### config.mk
export PLATFORM = sky130hd
export DESIGN_NAME = fuzz_wb_master
export DESIGN_NICKNAME = d
export VERILOG_FILES = /design/src/rtl/fuzz_pkg.sv /design/src/rtl/fuzz_wb_master.sv
export SDC_FILE = /design/constraint.sdc
export NUM_CORES = 1
export LEC_CHECK = 0
export BUFFER_PORTS_ARGS = -buffer_cell sky130_fd_sc_hd__buf_2
export CAP_MARGIN = 0
export CORE_UTILIZATION = 35
export DETAILED_ROUTE_END_ITERATION = 7
export GPL_TIMING_DRIVEN = 0
export PLACE_DENSITY = 0.75
export SLEW_MARGIN = 30
export SYNTH_ARGS = -nofsm -noshare
export SYNTH_HDL_FRONTEND = slang
export SYNTH_SLANG_ARGS = --single-unit
### constraint.sdc
create_clock -name clk -period 4.1 [get_ports clk]
set_input_delay 0.205 -clock clk [delete_from_list [all_inputs] [get_ports clk]]
set_output_delay 0.205 -clock clk [all_outputs]
set_load 0.01 [all_outputs]
### src/rtl/fuzz_pkg.sv
// Shared definitions for the fuzz Wishbone master.
//   state_e  : controller states (idle, bus cycle in flight, completion)
//   ERR_DATA : read data returned when a cycle ends by error or timeout
package fuzz_pkg;

    typedef enum logic [1:0] {
        ST_IDLE = 2'd0,
        ST_BUS  = 2'd1,
        ST_DONE = 2'd2
    } state_e;

    localparam logic [31:0] ERR_DATA = 32'hDEADBEEF;

endpackage

### src/rtl/fuzz_wb_master.sv
// Single-transaction Wishbone classic master driven by a simple level request.
// Ports:
//   clk, rst_n                    : clock, asynchronous active-low reset
//   ext_master_req/we/addr_*/wdata: request side, sampled only in IDLE
//   ext_master_rdata              : last read data, held between reads
//   ext_master_read/write_done    : one-cycle completion pulses
//   ext_master_err                : valid with a done pulse, error or timeout
//   wb_*                          : Wishbone master signals, all registered
module fuzz_wb_master
    import fuzz_pkg::*;
#(
    parameter int ADDR_WIDTH     = 32,
    parameter int DATA_WIDTH     = 32,
    parameter int TIMEOUT_CYCLES = 256
) (
    input  logic                    clk,
    input  logic                    rst_n,
    input  logic                    ext_master_req,
    input  logic                    ext_master_we,
    input  logic [ADDR_WIDTH-1:0]   ext_master_addr_read,
    input  logic [ADDR_WIDTH-1:0]   ext_master_addr_write,
    input  logic [DATA_WIDTH-1:0]   ext_master_wdata,
    output logic [DATA_WIDTH-1:0]   ext_master_rdata,
    output logic                    ext_master_read_done,
    output logic                    ext_master_write_done,
    output logic                    ext_master_err,
    output logic                    wb_cyc_o,
    output logic                    wb_stb_o,
    output logic                    wb_we_o,
    output logic [ADDR_WIDTH-1:0]   wb_adr_o,
    output logic [DATA_WIDTH-1:0]   wb_dat_o,
    output logic [DATA_WIDTH/8-1:0] wb_sel_o,
    input  logic [DATA_WIDTH-1:0]   wb_dat_i,
    input  logic                    wb_ack_i,
    input  logic                    wb_err_i
);

    localparam int CW = (TIMEOUT_CYCLES > 1) ? $clog2(TIMEOUT_CYCLES) : 1;
    localparam logic [CW-1:0] CNT_LAST = CW'(TIMEOUT_CYCLES - 1);

    state_e                  state_q, state_d;
    logic                    cyc_q, cyc_d;
    logic                    stb_q, stb_d;
    logic                    we_q, we_d;
    logic [ADDR_WIDTH-1:0]   adr_q, adr_d;
    logic [DATA_WIDTH-1:0]   dat_q, dat_d;
    logic [DATA_WIDTH/8-1:0] sel_q, sel_d;
    logic [DATA_WIDTH-1:0]   rdata_q, rdata_d;
    logic                    read_done_q, read_done_d;
    logic                    write_done_q, write_done_d;
    logic                    err_q, err_d;
    logic [CW-1:0]           cnt_q, cnt_d;

    logic timeout;
    logic fail;
    logic term;

    assign timeout = (cnt_q == CNT_LAST);
    // Error (including timeout) takes priority over a simultaneous ack.
    assign fail    = wb_err_i | timeout;
    assign term    = wb_ack_i | fail;

    // State register
    always_ff @(posedge clk or negedge rst_n) begin
        if (!rst_n) begin
            state_q <= ST_IDLE;
        end else begin
            state_q <= state_d;
        end
    end

    // Next-state logic
    always_comb begin
        state_d = state_q;
        unique case (state_q)
            ST_IDLE: if (ext_master_req) state_d = ST_BUS;
            ST_BUS:  if (term)           state_d = ST_DONE;
            ST_DONE:                     state_d = ST_IDLE;
            default:                     state_d = ST_IDLE;
        endcase
    end

    // Output logic, computing the next value of every registered output
    always_comb begin
        cyc_d        = cyc_q;
        stb_d        = stb_q;
        we_d         = we_q;
        adr_d        = adr_q;
        dat_d        = dat_q;
        sel_d        = sel_q;
        rdata_d      = rdata_q;
        read_done_d  = 1'b0;
        write_done_d = 1'b0;
        err_d        = 1'b0;
        cnt_d        = cnt_q;
        unique case (state_q)
            ST_IDLE: begin
                if (ext_master_req) begin
                    cyc_d = 1'b1;
                    stb_d = 1'b1;
                    sel_d = '1;
                    we_d  = ext_master_we;
                    adr_d = ext_master_we ? ext_master_addr_write : ext_master_addr_read;
                    dat_d = ext_master_wdata;
                    cnt_d = '0;
                end
            end
            ST_BUS: begin
                if (term) begin
                    cyc_d        = 1'b0;
                    stb_d        = 1'b0;
                    sel_d        = '0;
                    read_done_d  = ~we_q;
                    write_done_d = we_q;
                    err_d        = fail;
                    if (!we_q) begin
                        rdata_d = fail ? DATA_WIDTH'(ERR_DATA) : wb_dat_i;
                    end
                end else if (cnt_q != '1) begin
                    cnt_d = cnt_q + 1'b1;
                end
            end
            default: ;
        endcase
    end

    always_ff @(posedge clk or negedge rst_n) begin
        if (!rst_n) begin
            cyc_q        <= 1'b0;
            stb_q        <= 1'b0;
            we_q         <= 1'b0;
            adr_q        <= '0;
            dat_q        <= '0;
            sel_q        <= '0;
            rdata_q      <= '0;
            read_done_q  <= 1'b0;
            write_done_q <= 1'b0;
            err_q        <= 1'b0;
            cnt_q        <= '0;
        end else begin
            cyc_q        <= cyc_d;
            stb_q        <= stb_d;
            we_q         <= we_d;
            adr_q        <= adr_d;
            dat_q        <= dat_d;
            sel_q        <= sel_d;
            rdata_q      <= rdata_d;
            read_done_q  <= read_done_d;
            write_done_q <= write_done_d;
            err_q        <= err_d;
            cnt_q        <= cnt_d;
        end
    end

    assign wb_cyc_o              = cyc_q;
    assign wb_stb_o              = stb_q;
    assign wb_we_o               = we_q;
    assign wb_adr_o              = adr_q;
    assign wb_dat_o              = dat_q;
    assign wb_sel_o              = sel_q;
    assign ext_master_rdata      = rdata_q;
    assign ext_master_read_done  = read_done_q;
    assign ext_master_write_done = write_done_q;
    assign ext_master_err        = err_q;

endmodule

# Word level (Yosys, flattened, before mapping)

Index checks and enable logic that the tools add are counted.

Register bits: 115
Input port bits: 134
Output and inout port bits: 106

Add/sub/neg operators: 1
Equal/unequal tests: 7
Mux-type cells: 21
Bitwise operators: 3
Reductions and logical operators: 7

Operator list:

| kind                  | number |
|---|---|
| $mux W32              | 2 |
| $mux W8               | 3 |
| $pmux W8 S2           | 1 |
| $add A8 B1 Y8 const B | 1 |
| $eq A8 B8 Y1 const B  | 1 |
| $mux W1               | 8 |
| $mux W4               | 2 |
| $ne A2 B2 Y1 const B  | 4 |
| $ne A8 B8 Y1 const B  | 1 |
| $pmux W4 S2           | 1 |
| $reduce_and A3 Y1     | 2 |
| $mux W2               | 2 |
| $pmux W2 S2           | 1 |
| $reduce_and A2 Y1     | 2 |
| $reduce_and A4 Y1     | 1 |
| $eq A2 B1 Y1 const B  | 1 |
| $logic_not A2 Y1      | 1 |
| $or A1 B1 Y1          | 2 |
| $pmux W1 S2           | 1 |
| $reduce_bool A2 Y1    | 1 |
| $not A1 Y1            | 1 |

# Depth between registers and ports, before layout

Depth in word-level cells: 5
Depth in mapped cells: 8

# Least setup slack after synthesis

Ideal clock, no wire load.

Path kind: reg-to-reg
Start point: register cnt_q[0]
End point: register rdata_q[10], in the netlist ext_master_rdata[10]
Library setup time: 121 ps
Arrival: 1,703 ps
Setup slack: 2,275 ps
Stages on the path, launching flop included: 9
Path buffers: 2
Period minus slack after synthesis: 1,825 ps
Cells stage by stage: dfrtp_1 ha_1 and3_1 buf_6 a21o_1 o21ai_4 inv_4 buf_6 o22a_1

Cells in the longest elaborated chain, start to end: 4
Elaborated cells on any way between the ends: 5

RTL lines:

| what                        | RTL line              | source |
|---|---|---|
| from (decl)                 | fuzz_wb_master.sv:52  | `logic [CW-1:0] cnt_q, cnt_d;` |
| from (signal assigned)      | fuzz_wb_master.sv:151 | `cnt_q <= cnt_d;` |
| $eq A8 B8 Y1 (*)            | fuzz_wb_master.sv:58  | `assign timeout = (cnt_q == CNT_LAST);` |
| $or A1 B1 Y1 (*)            | fuzz_wb_master.sv:60  | `assign fail = wb_err_i \| timeout;` |
| $or A1 B1 Y1                | fuzz_wb_master.sv:61  | `assign term = wb_ack_i \| fail;` |
| $reduce_and A3 Y1 (no line) | -                     |  |
| to (signal assigned)        | fuzz_wb_master.sv:147 | `rdata_q <= rdata_d;` |
| to (decl)                   | fuzz_wb_master.sv:48  | `logic [DATA_WIDTH-1:0] rdata_q, rdata_d;` |

Every way passes the cells marked *; elsewhere a longest branch is shown, timed or not.
A chain may end at the register's enable or synchronous reset.

# Final worst setup path

Start point: register cnt_q[0]
End point: register rdata_q[21], in the netlist ext_master_rdata[21]

The elaborated chain is that of the path after synthesis.

==> flow_metrics.env <==
export IMPL_outcome="complete, no violations"
export IMPL_worst_r2r_endpoint="ext_master_rdata[21]"
export IMPL_tritoncts_num_buffers=9
export IMPL_clkLatencyLatePin_ns=0.34
export IMPL_max_slew_violation_count=0
export IMPL_ys_warnings_count=0
export IMPL_ys_top_cells_by_area="sky130_fd_sc_hd__dfrtp_1 61%, sky130_fd_sc_hd__nand2_1 11%, sky130_fd_sc_hd__mux2i_1 7.1%, sky130_fd_sc_hd__o22a_1 4.6%, sky130_fd_sc_hd__o21ai_0 4.0%"
export IMPL_tightestPinTransition_ns=0.6075
export IMPL_synth_largest_area_cell="sky130_fd_sc_hd__dfrtp_1"
export IMPL_max_slew_margin_vs_limit_pct=59.13
export IMPL_placeable_core_region_um2=12620
export IMPL_gpl_final_weighted_congestion=0.7619
export IMPL_start_util_pct=35.91
export IMPL_htree_levels=3
export IMPL_timing_critical_path_required_ns=4.32
export IMPL_antenna_found_initial=0
export IMPL_regToRegSetupSlack_ns=2.10
export IMPL_cts_tree="built"
export IMPL_synth_seq_cells=111
export IMPL_synth_unique_cells=34
export IMPL_finalHoldWorstSlack_ns=0.04307
export IMPL_ctsResizeCount=0
export IMPL_r2r_start="cnt_q[0]"
export IMPL_fmaxAchievable_mhz=500.1
export IMPL_grt_setup_unrepaired="false"
export IMPL_grt_overflow_total=0
export IMPL_finalNonFillerCells=850
export IMPL_ys_seq_area_share_pct=61.29
export IMPL_first_pass_iters=4
export IMPL_ir_worst_vdd_v=0.0002753
export IMPL_drt_wirelength_per_cell_um=12.88
export IMPL_cp_bufs_invs=3
export IMPL_pin_count_of_the_biggest_net_entering_global_routing=75
export IMPL_grt_pass1_wl_um=17390
export IMPL_ctsHoldBuffers=1
export IMPL_maxCapViolations=0
export IMPL_critPathMaxStageDelay_ns=0.43
export IMPL_place_detailed_hpwl_um=8314
export IMPL_setup_worst_path_start="cnt_q[0]"
export IMPL_postSynthAreaPerCell_um2=10.69
export IMPL_timing_critical_path_to_type="flop"
export IMPL_cts_sink_count=111
export IMPL_p_per_area_nw_per_um2=604.5
export IMPL_ctsRootBufferMaster="sky130_fd_sc_hd__clkbuf_16"
export IMPL_cts_setup_buffers=0
export IMPL_via_count=3902
export IMPL_crit_type="flop to flop"
export IMPL_die_area_um2=13410
export IMPL_timing_clock_skew_ns=0.008079
export IMPL_post_synth_top_area_fraction_pct=61.29
export IMPL_die_height_um=115.8
export IMPL_cts_root_to_sink_buffers=2
export IMPL_detail_route_wirelength_um=10950
export IMPL_drtIter0Drc=104
export IMPL_design_portCount=240
export IMPL_finish_utilization_pct=49.66
export IMPL_end_point_of_the_most_critical_hold_path="wb_dat_o[12]"
export IMPL_clkTransAtPathRegs_ns=0.07
export IMPL_critical_path_startpoint_type="flop"
export IMPL_depth_of_the_worst_register_to_register_path=8
export IMPL_post_route_period_util_pct=48.77
export IMPL_critPathMaxFanout=10
export IMPL_synthesis_nets=559
export IMPL_area_growth_pct=38.29
export IMPL_totalPowerFinal_mw=3.789
export IMPL_syn_area_um2=4532
export IMPL_crit_arrival_ns=2.22
export IMPL_static_leakage_power_nw=3.335
export IMPL_worst_hold_path_type="input port to flop"
export IMPL_filler_cell_count=1235
export IMPL_diodes=0
export IMPL_worstHoldStart="ext_master_wdata[12]"
export IMPL_grt_total_usage_pct=16.89
export IMPL_die_w_um=115.8
export IMPL_core_rowCount=41
export IMPL_cp_cell_sequence="ha_1 > and3_1 > buf_6 > a21o_1 > o21ai_4 > inv_4 > buf_6 > o22a_1"
export IMPL_hold_violations=0
export IMPL_place_inst=835
export IMPL_cp_slowest_cell="sky130_fd_sc_hd__dfrtp_1"
export IMPL_detail_route_vias_per_cell=4.591
export IMPL_synthesis_instances=424
export IMPL_tns_ns=0
export IMPL_path_common_cell="sky130_fd_sc_hd__buf_6"
export IMPL_layout_min_cycle_time_ns=1.999
export IMPL_post_route_cells_drive_above_1_share_pct=40.12
export IMPL_route_detailed_drc=0
export IMPL_worst_path_stages=8
export IMPL_finalSetupViolCount=0
export IMPL_numPortBuffers=238
export IMPL_critPathTopFamily="compound AO/OA/AOI/OAI gates"
export IMPL_first_global_vias=3601
export IMPL_fin_nets=810
export IMPL_drt_antenna_violating_nets=0
export IMPL_timing_hold_worst_path_depth=3
## registers in the layout (all words and copies together), names as in the netlist
signal                 count
state_q                    2
cnt_q                      8
ext_master_rdata          32
wb_dat_o                  32
wb_adr_o                  32
ext_master_read_done       1
wb_we_o                    1
ext_master_err             1
wb_sel_o                   1
ext_master_write_done      1
## worst reg2reg max path, cell delays in order, from the launching register on
cell and delay, ns:
sky130_fd_sc_hd__dfrtp_1 0.43, sky130_fd_sc_hd__ha_1 0.25, sky130_fd_sc_hd__and3_1 0.16, sky130_fd_sc_hd__buf_6 0.12, sky130_fd_sc_hd__a21o_1 0.19, sky130_fd_sc_hd__o21ai_4 0.29, sky130_fd_sc_hd__inv_4 0.10, sky130_fd_sc_hd__buf_6 0.15
sky130_fd_sc_hd__o22a_1 0.20
## worst max path at each step
stage                                end  slack (ns)
finish              ext_master_rdata[21]        2.10
global route        ext_master_rdata[28]        1.98
CTS                 ext_master_rdata[21]        2.09
detailed placement  ext_master_rdata[21]        2.10
global placement             wb_dat_o[8]        1.46
floorplan           ext_master_rdata[10]        2.28
## stage by stage
step	setup slack, ns	instance area (um2)
after global placement	1.464	5938
final	2.101	6267
after detailed placement	2.101	5976
after floorplan	2.275	4532
after global routing	1.975	6267
after CTS	2.089	6267
## logic make-up after synthesis
kind of cell | share of synthesized area [%]
multiplexers | 7.068
AND/OR/NAND/NOR | 14.19
AO/OA/AOI/OAI | 13.20
buffers and inverters | 3.976
adder cells (fa/ha/maj) | 0.2760
flip-flops | 61.29
## synthesized netlist by cell type
library cell               number
sky130_fd_sc_hd__a21bo_2        1
sky130_fd_sc_hd__o21ai_4        1
sky130_fd_sc_hd__o22a_1        24
sky130_fd_sc_hd__o22ai_1        2
sky130_fd_sc_hd__a21o_1         2
sky130_fd_sc_hd__clkbuf_1      15
sky130_fd_sc_hd__o21ai_0       36
sky130_fd_sc_hd__a41oi_1        2
sky130_fd_sc_hd__buf_4          5
sky130_fd_sc_hd__o21a_1         1
sky130_fd_sc_hd__and4_1         1
sky130_fd_sc_hd__nand2_1      136
sky130_fd_sc_hd__and4_4         1
sky130_fd_sc_hd__nor2b_1        1
sky130_fd_sc_hd__ha_1           1
sky130_fd_sc_hd__and3_1         2
sky130_fd_sc_hd__buf_2          6
sky130_fd_sc_hd__inv_1          3
sky130_fd_sc_hd__mux2i_1       32
sky130_fd_sc_hd__a21oi_1        5
sky130_fd_sc_hd__a31oi_1        3
sky130_fd_sc_hd__and2_1         2
sky130_fd_sc_hd__inv_4          1
sky130_fd_sc_hd__a22o_1         8
sky130_fd_sc_hd__nor3b_1        1
sky130_fd_sc_hd__nor4b_1        1
sky130_fd_sc_hd__nand4_1        1
sky130_fd_sc_hd__dfrtp_1      111
sky130_fd_sc_hd__nor2_1         6
sky130_fd_sc_hd__buf_6          3
sky130_fd_sc_hd__nand2b_1       1
sky130_fd_sc_hd__clkbuf_2       1
sky130_fd_sc_hd__a21boi_0       2
sky130_fd_sc_hd__nand3_1        6
## cells in the final DEF (no fill, tap or decap), types with 2 or more instances in the layout
| cell type | Yosys | final |
|---|---|---|
| sky130_fd_sc_hd__a21boi_0 | 2 | 2 |
| sky130_fd_sc_hd__a21o_1 | 2 | 2 |
| sky130_fd_sc_hd__a21oi_1 | 5 | 5 |
| sky130_fd_sc_hd__a22o_1 | 8 | 8 |
| sky130_fd_sc_hd__a31oi_1 | 3 | 3 |
| sky130_fd_sc_hd__a41oi_1 | 2 | 2 |
| sky130_fd_sc_hd__and2_1 | 2 | 2 |
| sky130_fd_sc_hd__and3_1 | 2 | 2 |
| sky130_fd_sc_hd__buf_2 | 6 | 243 |
| sky130_fd_sc_hd__buf_4 | 5 | 5 |
| sky130_fd_sc_hd__buf_6 | 3 | 3 |
| sky130_fd_sc_hd__clkbuf_1 | 15 | 15 |
| sky130_fd_sc_hd__clkbuf_16 | 0 | 9 |
| sky130_fd_sc_hd__clkbuf_8 | 0 | 2 |
| sky130_fd_sc_hd__clkinv_4 | 0 | 2 |
| sky130_fd_sc_hd__dfrtp_1 | 111 | 111 |
| sky130_fd_sc_hd__inv_1 | 3 | 3 |
| sky130_fd_sc_hd__mux2i_1 | 32 | 32 |
| sky130_fd_sc_hd__nand2_1 | 136 | 136 |
| sky130_fd_sc_hd__nand3_1 | 6 | 6 |
| sky130_fd_sc_hd__nor2_1 | 6 | 6 |
| sky130_fd_sc_hd__o21ai_0 | 36 | 36 |
| sky130_fd_sc_hd__o22a_1 | 24 | 24 |
| sky130_fd_sc_hd__o22ai_1 | 2 | 2 |
## power breakdown
| part | total [mW] | switching [mW] | internal, mW | leakage, nW |
|---|---|---|---|---|
| clock network | 0.832 | 0.386 | 0.445 | 0.140 |
| logic | 1.27 | 0.686 | 0.588 | 1.86 |
| registers | 1.68 | 0.206 | 1.48 | 1.34 |
## area by class of cell
cell class	instances	area [um2]	area share, %
clock buffers	11	252.7	4.033
plain buffers	30	162.7	2.595
inverters	4	17.52	0.2795
multi-input cells	279	1574	25.11
clock inverters	3	28.78	0.4592
repair buffers	240	1239	19.76
flip-flops and latches	111	2778	44.32
well taps	172	215.2	3.434
## routing by layer
| metal | wire length, um | up-vias | track usage [%] |
|---|---|---|---|
| met5 | 0 | - | 0 |
| met4 | 231 | 0 | 7.949 |
| met1 | 4692 | 1791 | 21.00 |
| li1 | - | 1935 | - |
| met2 | 5201 | 160 | 27.50 |
| met3 | 820 | 16 | 4.393 |
(Power assumes the default switching activity.)
